==> config.mk <==
export PLATFORM = sky130hd
export DESIGN_NAME = tmr_scrub_reg
export DESIGN_NICKNAME = d
export VERILOG_FILES = /design/src/rtl/tmr_scrub_reg.sv
export SDC_FILE = /design/constraint.sdc
export NUM_CORES = 1
export LEC_CHECK = 0
export ABC_AREA = 1
export CORE_AREA = 2 2 81 122
export CTS_CLUSTER_DIAMETER = 80
export DETAILED_ROUTE_END_ITERATION = 10
export DIE_AREA = 0 0 83 124
export GPL_ROUTABILITY_DRIVEN = 0
export PLACE_DENSITY = 0.7
export SYNTH_ARGS = -nofsm -noshare
export SYNTH_HDL_FRONTEND = slang
export SYNTH_SLANG_ARGS = --single-unit
==> constraint.sdc <==
create_clock -name clk -period 1.63 [get_ports clk]
set_input_delay 0.163 -clock clk [delete_from_list [all_inputs] [get_ports clk]]
set_output_delay 0.163 -clock clk [all_outputs]
set_load 0.01 [all_outputs]
==> src/rtl/tmr_scrub_reg.sv <==
// Triplicated self-scrubbing register: three copies, bitwise majority vote on
// all output lanes, per-copy mismatch counters and a sticky error flag.
module tmr_scrub_reg #(
  parameter int WIDTH     = 8,
  parameter int CNT_WIDTH = 8
) (
  input  logic                 clk,
  input  logic                 rstn,
  input  logic [WIDTH-1:0]     in,
  input  logic                 load,
  input  logic [WIDTH-1:0]     injA,
  input  logic [WIDTH-1:0]     injB,
  input  logic [WIDTH-1:0]     injC,
  input  logic                 clrErr,
  output logic [WIDTH-1:0]     outA,
  output logic [WIDTH-1:0]     outB,
  output logic [WIDTH-1:0]     outC,
  output logic [CNT_WIDTH-1:0] errCntA,
  output logic [CNT_WIDTH-1:0] errCntB,
  output logic [CNT_WIDTH-1:0] errCntC,
  output logic                 errSticky
);

  logic [WIDTH-1:0]     reg_a_q, reg_b_q, reg_c_q;
  logic [WIDTH-1:0]     reg_a_d, reg_b_d, reg_c_d;
  logic [CNT_WIDTH-1:0] cnt_a_q, cnt_b_q, cnt_c_q;
  logic [CNT_WIDTH-1:0] cnt_a_d, cnt_b_d, cnt_c_d;
  logic                 sticky_q, sticky_d;

  logic [WIDTH-1:0]     vote;
  logic [WIDTH-1:0]     base;
  logic                 mm_a, mm_b, mm_c;

  // Saturating counter step; clear wins over a same-cycle mismatch.
  function automatic logic [CNT_WIDTH-1:0] cnt_next(
    input logic [CNT_WIDTH-1:0] cnt,
    input logic                 mm,
    input logic                 clr
  );
    if (clr)                    return '0;
    else if (mm && cnt != '1)   return cnt + 1'b1;
    else                        return cnt;
  endfunction

  always_comb begin
    vote = (reg_a_q & reg_b_q) | (reg_b_q & reg_c_q) | (reg_a_q & reg_c_q);
    mm_a = |(reg_a_q ^ vote);
    mm_b = |(reg_b_q ^ vote);
    mm_c = |(reg_c_q ^ vote);

    // Scrub writes the vote back every cycle; injection masks sit on top.
    base    = load ? in : vote;
    reg_a_d = base ^ injA;
    reg_b_d = base ^ injB;
    reg_c_d = base ^ injC;

    cnt_a_d = cnt_next(cnt_a_q, mm_a, clrErr);
    cnt_b_d = cnt_next(cnt_b_q, mm_b, clrErr);
    cnt_c_d = cnt_next(cnt_c_q, mm_c, clrErr);

    sticky_d = sticky_q;
    if (clrErr)                    sticky_d = 1'b0;
    else if (mm_a | mm_b | mm_c)   sticky_d = 1'b1;
  end

  // NOTE: non-blocking assignments here so every flop samples pre-edge values.
  always_ff @(posedge clk or negedge rstn) begin
    if (!rstn) begin
      reg_a_q  <= '0;
      reg_b_q  <= '0;
      reg_c_q  <= '0;
      cnt_a_q  <= '0;
      cnt_b_q  <= '0;
      cnt_c_q  <= '0;
      sticky_q <= 1'b0;
    end else begin
      reg_a_q  <= reg_a_d;
      reg_b_q  <= reg_b_d;
      reg_c_q  <= reg_c_d;
      cnt_a_q  <= cnt_a_d;
      cnt_b_q  <= cnt_b_d;
      cnt_c_q  <= cnt_c_d;
      sticky_q <= sticky_d;
    end
  end

  assign outA      = vote;
  assign outB      = vote;
  assign outC      = vote;
  assign errCntA   = cnt_a_q;
  assign errCntB   = cnt_b_q;
  assign errCntC   = cnt_c_q;
  assign errSticky = sticky_q;

endmodule
* Yosys cells after proc, flatten, opt, wreduce, memory -nomap -nowiden
Index checks and enable logic that the tools add are counted. W data, S select, Z words.
Cells by class: mux-type cells 9, equal/unequal tests 3, $add $sub $neg 3, bitwise gates (word level) 13, reductions and logical operators 10
Operators with widths (number):
- $mux W8 | 7
- $xor A8 B8 Y8 | 6
- $add A8 B1 Y8 const B | 3
- $and A8 B8 Y8 | 3
- $ne A8 B8 Y1 const B | 3
- $reduce_or A8 Y1 | 3
- $or A8 B8 Y8 | 2
- $reduce_bool A2 Y1 | 4
- $logic_and A1 B1 Y1 | 3
- $mux W1 | 2
- $or A1 B1 Y1 | 2
Storage, ports and cells: output and inout port bits 49, input bits 36, register bits after elaboration 49, word-level logic and storage cells 45

* Logic depth before layout (Yosys ltp)
Gate-level depths: netlist of run 1.
depth after elaboration 9, depth in mapped cells 10, gate-level depth less buffers 10

* Least setup slack after synthesis of run 1
Ideal clock, no wire load.
kind flip-flop to flip-flop, start point register cnt_b_q[0] (netlist: errCntB[0]), end point register cnt_b_q[7] (netlist: errCntB[7]), stages on the path, launching flop included 9, path buffers 0, setup time 0.117 ns, arrival 1.262 ns, data required time 1.513 ns, path slack 0.251 ns, period minus slack after synthesis 1.379 ns, cell sequence dfrtp_1 > ha_1 > nand2_1 > inv_1 > nand3_1 > nand2_4 > nand2_4 > nand2_1 > nand2_1
Between the ends: longest elaborated chain between the ends 3, elaborated cells between the ends (all ways) 6, classes of those cells add/sub: 1; eq/ne: 1; mux: 2; reduce/logical: 2
Ends and longest elaborated chain:
- from (decl) | RTL line 26 | logic [CNT_WIDTH-1:0] cnt_a_q, cnt_b_q, cnt_c_q;
- from (signal assigned) | RTL line 81 | cnt_b_q <= cnt_b_d;
- $add A8 B1 Y8 or $ne A8 B8 Y1 (tied branches) | RTL line 41 | else if (mm && cnt != '1) return cnt + 1'b1;
- $mux W8 or $logic_and A1 B1 Y1 (tied branches) | RTL line 41
- $mux W8 or $reduce_bool A2 Y1 (tied branches)
Several ways; a longest one is shown, not always the timed one. The select of a mux whose other input is x is not followed. A chain may end at the register's enable or synchronous reset.

* Final worst setup path of run 1
start point register reg_c_q[7], end point register cnt_c_q[1] (netlist: errCntC[1])
Between the ends: longest elaborated chain between the ends 7, elaborated cells between the ends (all ways) 8, classes of those cells bitwise: 5; reduce/logical: 3
Ends and longest elaborated chain:
- from (decl) | RTL line 24 | logic [WIDTH-1:0] reg_a_q, reg_b_q, reg_c_q;
- from (signal assigned) | RTL line 79 | reg_c_q <= reg_c_d;
- $and A8 B8 Y8 | RTL line 46 | vote = (reg_a_q & reg_b_q) | (reg_b_q & reg_c_q) | (reg_a_q & reg_c_q);
- $or A8 B8 Y8 (2 in series) | RTL line 46
- $xor A8 B8 Y8 (*) | RTL line 49 | mm_c = |(reg_c_q ^ vote);
- $reduce_or A8 Y1 (*) | RTL line 49
- $logic_and A1 B1 Y1 (*) | RTL line 41
- $reduce_bool A2 Y1 (no source line) (*)
- to (signal assigned) | RTL line 82 | cnt_c_q <= cnt_c_d;
- to (decl) | RTL line 26
Mark *: on every way between the ends. The rest lies on a longest branch, timed or not.

==> results.txt, run 1 <==
The die outline width came out at 83 µm. Of the total power, combinational logic draws 0.459. The share of the Yosys chip area taken by registers is 0.390. In this run the power density over the cells is 1140 mW/mm². The synthesis-to-layout area growth is 38.5%.

The slew at the pin with the worst max-slew slack came out at 0.441 ns. Setup violations remaining at the end of the flow were counted as 0. In this run, distinct cell masters in the synthesized netlist total 31. The number of buffers added on ports is 84.

The initial antenna violation count came out at 0. The worst setup path is launched from a flop. The detailed router finished its first iteration with 93 violations. Counting every instance in the synthesized netlist gives 408. CTS placed an instance of sky130_fd_sc_hd__clkbuf_16 at the clock tree root. The fraction of synthesis flops using an asynchronous set or reset pin came out at 1.00. The largest fanout of any net on the critical path came out at 8. The number of global-route vias before repair is 2908. The number of sinks driven by the clock tree came out at 49.

The final hold violation count came out at 0. The antenna diode instance count is 0. The sum of negative setup slack is 0 ns. The share of total power dissipated in the clock network is 0.200. The critical path in this run is classified as flop to flop. The area of the core came out at 0.00920 mm². In this run the worst hold path is classified as input port to asynchronous set/reset pin. Based on the critical path, the design can be clocked at up to 641 MHz.

The number of fillers in the final layout is 892. The post-synthesis net count came out at 447. The synthesized area per cell is 7.70 µm².

The global router's overall resource usage came out at 0.155. The final number of max-transition violations came to 0. The overall via count from detail_route came out at 3040.

The register cell area after layout came out at 0.00123 mm². The clock period minus final worst setup slack came out at 1.56 ns. The sort of element at the end of the critical path is a flop. The switching fraction of total power came out at 0.395. The H-tree depth came out at 2. The net switching power figure is 1.97 mW. Buffers inserted during clock tree synthesis total 5.

The floorplan step defined a die boundary enclosing 0.0103 mm². The largest individual stage delay along the critical path comes from the cell sky130_fd_sc_hd__dfrtp_1. The fraction of the cycle the final worst path needs came out at 0.958.

At the worst endpoint, the arrival time is 1.79 ns. The number of warnings printed during yosys synthesis came out at 0. The global-route wire length before repair came out at 12.9 mm.

The post-detailed-route via-to-cell ratio came out at 4.99. For the worst setup path, the data required time is 1.86 ns. The remaining global-route overflow came out at 0. The detail-routed net length per standard cell is 13.6 µm.

The post-synthesis instance area is 0.00314 mm². In the final layout, the multi-input gates occupy 0.00167 mm². Clock latency on the worst-skew pair, taken at its later pin, is 0.29 ns. TritonCTS built the clock tree. The total routed wirelength came out at 8.31 mm. After floorplanning, the core was divided into 43 placement rows.

Clock skew on the completed layout was measured at 0.00257 ns. The number of flops mapped to enable cells by yosys is 0. The count of max-cap constraint violations is 0.

Clock-pin slew was measured on the worst setup and hold paths at 0.06 ns. The post-detailed-placement half-perimeter wirelength came out at 5.84 mm. The number of remaining DRC errors is 0. The initial core utilization came out at 0.342. The remaining number of nets flagged by the antenna check after routing came out at 0. The worst slew margin relative to its limit came out at 0.705. The maximum count of clock buffers along a single path is 2. The worst vdd rail ir drop came out at 0.555 mV.

Cell internal power was estimated by the tool at 3.01 mW. The flow ran to the end, and the final reports show no timing, DRC or antenna violations. The largest net degree at the start of global routing came out at 50.

The flop and latch count out of synthesis came out at 49. The vertical extent of the die came out at 124 µm. The final layout contains 535 nets. The number of iterations in the first detailed-routing pass is 4. The number of primary I/O pins came out at 85. The share of cells above drive strength 1 came out at 0.129. Traced cell by cell, the critical path runs through buf_4 -> nand3_1 -> nand2_1 -> nor2_2 -> nand4_4 -> nand2_4 -> nand3_1 -> nand2_1. The cell leakage power is 2.23 nW. Hold timing on the final database bottoms out at a slack of 0.399 ns.

In this design, the stage delay of the slowest critical-path cell is 0.40 ns. The share of total power dissipated in sequential elements is 0.340. In the synthesized netlist the dominant register cell turns out to be sky130_fd_sc_hd__dfrtp_1.
## state kept, by name, summed over array words and instances, names as in the netlist
register   count
errCntC        8
errCntB        8
reg_b_q        8
errSticky      1
errCntA        8
reg_a_q        8
reg_c_q        8
## kinds of logic after synthesis
kind of cell | share of synthesized area
compound gates | 0.0657
xor+xnor | 0.0947
fa+ha+maj | 0.0119
buf+inv | 0.106
flops | 0.390
simple gates | 0.332
## synthesized netlist by cell type, types with 3 or more instances
master	number	area, µm²
sky130_fd_sc_hd__nand2_1	100	375
sky130_fd_sc_hd__nor2_2	9	56.3
sky130_fd_sc_hd__dfrtp_1	49	1230
sky130_fd_sc_hd__o21ai_0	14	70.1
sky130_fd_sc_hd__nor2_1	22	82.6
sky130_fd_sc_hd__inv_2	3	11.3
sky130_fd_sc_hd__nand4_1	18	113
sky130_fd_sc_hd__nand2_4	5	56.3
sky130_fd_sc_hd__nand3_1	54	270
sky130_fd_sc_hd__buf_4	16	120
sky130_fd_sc_hd__a31oi_1	7	43.8
sky130_fd_sc_hd__xor2_1	34	298
sky130_fd_sc_hd__inv_1	43	161
sky130_fd_sc_hd__o21ai_1	8	40.0
sky130_fd_sc_hd__ha_1	3	37.5
## area by class of cell
cell class / instances / area share
multi-input combinational: 292 / 0.383
sequential: 49 / 0.282
timing repair buffer: 101 / 0.229
inverter: 47 / 0.0405
tap: 112 / 0.0322
clock buffer: 5 / 0.0288
clock inverter: 3 / 0.00403
## layout by cell type, fill, tap and decap left out, types with 2 or more instances in the layout
| cell type | n |
|---|---|
| sky130_fd_sc_hd__dfrtp_1 | 47 |
| sky130_fd_sc_hd__dlygate4sd2_1 | 18 |
| sky130_fd_sc_hd__clkdlybuf4s50_1 | 59 |
| sky130_fd_sc_hd__nand2_4 | 5 |
| sky130_fd_sc_hd__clkbuf_16 | 5 |
| sky130_fd_sc_hd__a31oi_2 | 2 |
| sky130_fd_sc_hd__nor2_1 | 21 |
| sky130_fd_sc_hd__buf_4 | 13 |
| sky130_fd_sc_hd__o21bai_1 | 2 |
| sky130_fd_sc_hd__nand4_1 | 18 |
| sky130_fd_sc_hd__inv_2 | 3 |
| sky130_fd_sc_hd__nand3_1 | 54 |
| sky130_fd_sc_hd__o21ai_2 | 8 |
| sky130_fd_sc_hd__buf_12 | 3 |
| sky130_fd_sc_hd__ha_1 | 3 |
| sky130_fd_sc_hd__nand3b_1 | 2 |
| sky130_fd_sc_hd__nor3_1 | 2 |
| sky130_fd_sc_hd__inv_1 | 43 |
| sky130_fd_sc_hd__dfrtp_2 | 2 |
| sky130_fd_sc_hd__nand2_1 | 98 |
| sky130_fd_sc_hd__xor2_1 | 34 |
| sky130_fd_sc_hd__clkinv_2 | 2 |
| sky130_fd_sc_hd__o21ai_0 | 13 |
| sky130_fd_sc_hd__nand2_2 | 4 |
| sky130_fd_sc_hd__a31oi_1 | 7 |
| sky130_fd_sc_hd__nor2_4 | 4 |
| sky130_fd_sc_hd__dlymetal6s2s_1 | 6 |
| sky130_fd_sc_hd__nor2_2 | 6 |
## power by group through the flow
stage	clock network, mW	registers [mW]	logic, mW
final	0.996	1.69	2.29
after global routing	1.09	1.73	2.52
after CTS	1.04	1.68	2.06
after detailed placement	0	1.69	2.07
after global placement	0	1.67	2.01
after floorplan	0	1.67	1.34
## metrics by stage
step	cell area [µm²]	util	setup slack, ns	total power, mW	cells
global placement	4020	0.437	0.152	3.68	588
global route	4350	0.473	-0.00429	5.35	609
CTS	4240	0.461	0.00398	4.79	605
detailed placement	4020	0.437	0.0810	3.77	588
finish	4350	0.473	0.0689	4.98	609
floorplan	3140	-	0.251	3.01	408
## worst paths after layout
kind                             from    endpoint  slack, ns  cells after the start
max                        reg_c_q[7]  errCntC[1]       0.07                      8
min                              rstn  reg_a_q[5]       0.40                      3
max reg2reg                reg_c_q[7]  errCntC[1]       0.07                      8
min reg2reg                errCntC[5]  errCntC[5]       0.55                      2
max in group asynchronous        rstn  reg_a_q[2]       1.00                      3
min in group clk              injC[2]  reg_c_q[2]       0.44                      2
## timing repair
item	4_1_cts	5_1_grt
cloned	0	2
buffers inserted	8	2
endpoints found under the setup margin	24	23
pin swaps	2	5
gates resized for setup	26	17
hold buffers	1	0
endpoints found under the hold margin	49	0
## per-layer routing
| metal | GRT usage | wire length, µm |
|---|---|---|
| met1 | 0.165 | 3210 |
| met2 | 0.301 | 4480 |
| met3 | 0.0345 | 475 |
| met4 | 0.0492 | 146 |
| met5 | 0 | 0 |
## critical path, delay by kind of cell, from the launching register on
kind                   cells  cell delay, ns
AND/OR/NAND/NOR            7            0.94
flip-flops                 1            0.40
buffers and inverters      1            0.15
(Power assumes the default switching activity.)
==> run 2, diff against run 1 <==
--- a/config.mk
+++ b/config.mk
@@ -12,6 +12,7 @@
 export DIE_AREA = 0 0 83 124
 export GPL_ROUTABILITY_DRIVEN = 0
 export PLACE_DENSITY = 0.7
+export RECOVER_POWER = 50
 export SYNTH_ARGS = -nofsm -noshare
 export SYNTH_HDL_FRONTEND = slang
 export SYNTH_SLANG_ARGS = --single-unit
==> run 2 against run 1 <==
  * Worst hold slack better by 0.044 ns
  * Global-route usage stayed put
  * Total power is 0.34% lower
  * First-iteration DRC count is 2.2% higher
  * Clock skew is 0.00081 ns lower
  * Largest cell class unchanged
==> results.txt, run 2 (synthesis results as in run 1) <==
The maximum count of clock buffers along a single path is 2 (unchanged). The power density over cell area is 1150 mW/mm² (was 1140 mW/mm²). The number of fillers in the final layout came out at 897 (was 892). For hold timing, the worst endpoint is reg_c_q[2]. The clock latency at the later pin of the worst-skew pair came out at 0.28 ns (was 0.29 ns). The final standard cell utilization of the core is 0.470 (was 0.473).

The critical path data arrival time is 1.79 ns (about the same). The post-route worst setup slack is 0.0690 ns (was 0.0689 ns). The maximum clock frequency is 641 MHz (about the same). The area of the die is 0.0103 mm² (unchanged). The initial antenna violation count came out at 0 (unchanged). The power share of the combinational group came out at 0.458 (was 0.459). The number of remaining DRC errors is 0 (unchanged).

The detail-routed net length per standard cell is 13.6 µm (about the same). The sort of element at the end of the critical path is a flop (unchanged). The synthesis-to-layout area growth came to 37.7% (was 38.5%).

The remaining number of nets flagged by the antenna check after routing came to 0 (unchanged). The required time of the critical path is 1.86 ns (about the same). The number of sinks driven by the clock tree came out at 49 (unchanged). The worst vdd rail ir drop is 0.555 mV (about the same). Run status: finished, final reports clean (unchanged). The most frequent standard cell in the layout excluding fill and tap cells is sky130_fd_sc_hd__nand2_1 (unchanged). The type of the worst setup path is flop to flop (unchanged). The clock share of power is 0.200 (about the same).

The final instance area is 0.00433 mm² (was 0.00435 mm²). The number of global-route vias before repair came out at 2908 (unchanged). The switching fraction of total power is 0.395 (about the same).

The start of the worst register-to-register path is reg_c_q[7] (unchanged). The overall via count from detail_route came out at 3048 (was 3040). The final number of max-transition violations is 0 (unchanged). The clock buffer count from CTS is 5 (unchanged).

The post-detailed-route via-to-cell ratio came out at 5.00 (was 4.99). The cell depth of the worst flop-to-flop path came out at 8 (unchanged). The final setup violation count was 0 (unchanged).

The slew at the pin with the worst max-slew slack came out at 0.690 ns (was 0.441 ns). The worst clock skew on the final layout came to 0.00176 ns (was 0.00257 ns). The die outline width is 83 µm (unchanged). The pre-CTS setup slack is 0.0810 ns (unchanged). The global router's overall resource usage is 0.155 (unchanged). The slack of the worst reg-to-reg path came out at 0.07 ns (about the same). The clock period minus final worst setup slack was 1.56 ns (about the same). The antenna diode instance count came out at 0 (unchanged).

The number of iterations in the first detailed-routing pass is 5 (was 4). The number of primary I/O pins came out at 85 (unchanged). The class of the tightest hold or removal check is input port to flop (was input port to asynchronous set/reset pin).

The worst setup path startpoint is reg_c_q[7] (unchanged). The clock edge transition at the registers on the reported setup and hold paths is 0.06 ns (about the same). The overall power is 4.96 mW (was 4.98 mW).

The initial core utilization is 0.342 (unchanged). The number of buffers added on ports is 84 (unchanged). The net switching power figure came out at 1.96 mW (was 1.97 mW). The global-route wire length before repair was 12.9 mm (unchanged). The largest fanout of any net on the critical path came out at 8 (unchanged). The total routed wirelength is 8.30 mm (was 8.31 mm).

The cell leakage power came out at 2.23 nW (about the same). The site row count was 43 (unchanged). The count of max-cap constraint violations came out at 0 (unchanged). The TritonCTS clock tree is yes (unchanged).

The remaining global-route overflow was 0 (unchanged). The endpoint of the most critical register-to-register path is errCntC[1] (unchanged). The count of nets after finishing is 535 (unchanged). The fraction of the cycle the final worst path needs is 0.958 (about the same). The area of the core was 0.00920 mm² (unchanged). The worst slew margin relative to its limit is 0.540 (was 0.705).

The share of cells above drive strength 1 came out at 0.123 (was 0.129). Commonest non-fill, non-tap cells in the layout: 98 x sky130_fd_sc_hd__nand2_1, 59 x sky130_fd_sc_hd__clkdlybuf4s50_1, 54 x sky130_fd_sc_hd__nand3_1 (unchanged). The placed instance area is 0.00402 mm² (unchanged). The CTS root buffer is sky130_fd_sc_hd__clkbuf_16 (unchanged). The number of DRC markers in iteration 0 is 95 (was 93). The largest net degree at the start of global routing was 50 (unchanged). The post-detailed-placement half-perimeter wirelength came out at 5.84 mm (unchanged).

The vertical extent of the die came out at 124 µm (unchanged). The final hold violation count came out at 0 (unchanged). The element type at the critical path start was a flop (unchanged). The register share of total power is 0.342 (was 0.340). The H-tree depth is 2 (unchanged). The sum of negative setup slack came out at 0 ns (unchanged). The source of the worst hold timing path is injC[2].

The number of cells traversed by the worst hold path came out at 2. The internal power component is 3.00 mW (was 3.01 mW).
## run 2: per-layer routing
layer | share of wire | global-route usage | vias to the layer above
met5 | 0 | 0 | -
met3 | 0.061 | 0.0345 | 15
li1 | - | - | 1500
met1 | 0.38 | 0.165 | 1437
met4 | 0.019 | 0.0492 | 0
met2 | 0.54 | 0.301 | 96
## run 2: layout make-up
class | instances | area (µm²) | area share
flip-flops and latches | 49 | 1230 | 0.284
repair buffers | 101 | 983 | 0.227
multi-input cells | 292 | 1660 | 0.383
clock inverters | 3 | 17.5 | 0.00405
clock buffers | 5 | 125 | 0.0289
well taps | 112 | 140 | 0.0324
inverters | 47 | 176 | 0.0408
## run 2: what timing repair did
action                                  4_1_cts  5_1_grt
hold endpoints to repair                     49        0
pin swaps                                     2        5
buffers inserted                              8        2
gates resized for setup                      26       17
hold buffers                                  1        0
cloned                                        0        2
endpoints found under the setup margin       24       23
## run 2: how the worst max path moves through the flow
stage	end	cells after the start
final	errCntC[1]	8
after global routing	errCntA[2]	10
after CTS	outA[6]	3
after detailed placement	reg_c_q[7]	5
after global placement	reg_c_q[2]	5
after floorplan	errCntB[7]	8
## run 2: power by group through the flow
stage	Combinational (mW)	Sequential, mW	Clock (mW)
6_report	2.27	1.69	0.994
3_3_place_gp	2.01	1.67	0
5_1_grt	2.51	1.73	1.09
3_5_place_dp	2.07	1.69	0
4_1_cts	2.06	1.68	1.04
2_1_floorplan	1.34	1.67	0
## run 2: per-stage QoR
step                hold WS (ns)  std cells
floorplan                 -0.133        408
global placement           0.169        588
detailed placement         0.175        588
CTS                        0.404        605
global route               0.444        609
finish                     0.443        609
## run 2: worst max-delay path: stages, from the launching register on
cell and delay, ns:
sky130_fd_sc_hd__dfrtp_1 0.40, sky130_fd_sc_hd__buf_4 0.15, sky130_fd_sc_hd__nand3_1 0.09, sky130_fd_sc_hd__nand2_1 0.08, sky130_fd_sc_hd__nor2_2 0.26, sky130_fd_sc_hd__nand4_4 0.21, sky130_fd_sc_hd__nand2_4 0.16, sky130_fd_sc_hd__nand3_1 0.08
sky130_fd_sc_hd__nand2_1 0.07
==> run 3, diff against run 2 <==
--- a/config.mk
+++ b/config.mk
@@ -13,6 +13,7 @@
 export GPL_ROUTABILITY_DRIVEN = 0
 export PLACE_DENSITY = 0.7
 export RECOVER_POWER = 50
+export SLEW_MARGIN = 30
 export SYNTH_ARGS = -nofsm -noshare
 export SYNTH_HDL_FRONTEND = slang
 export SYNTH_SLANG_ARGS = --single-unit
==> results of run 3 <==
Same layout as run 2: the final DEF is identical, and so are final timing and power.
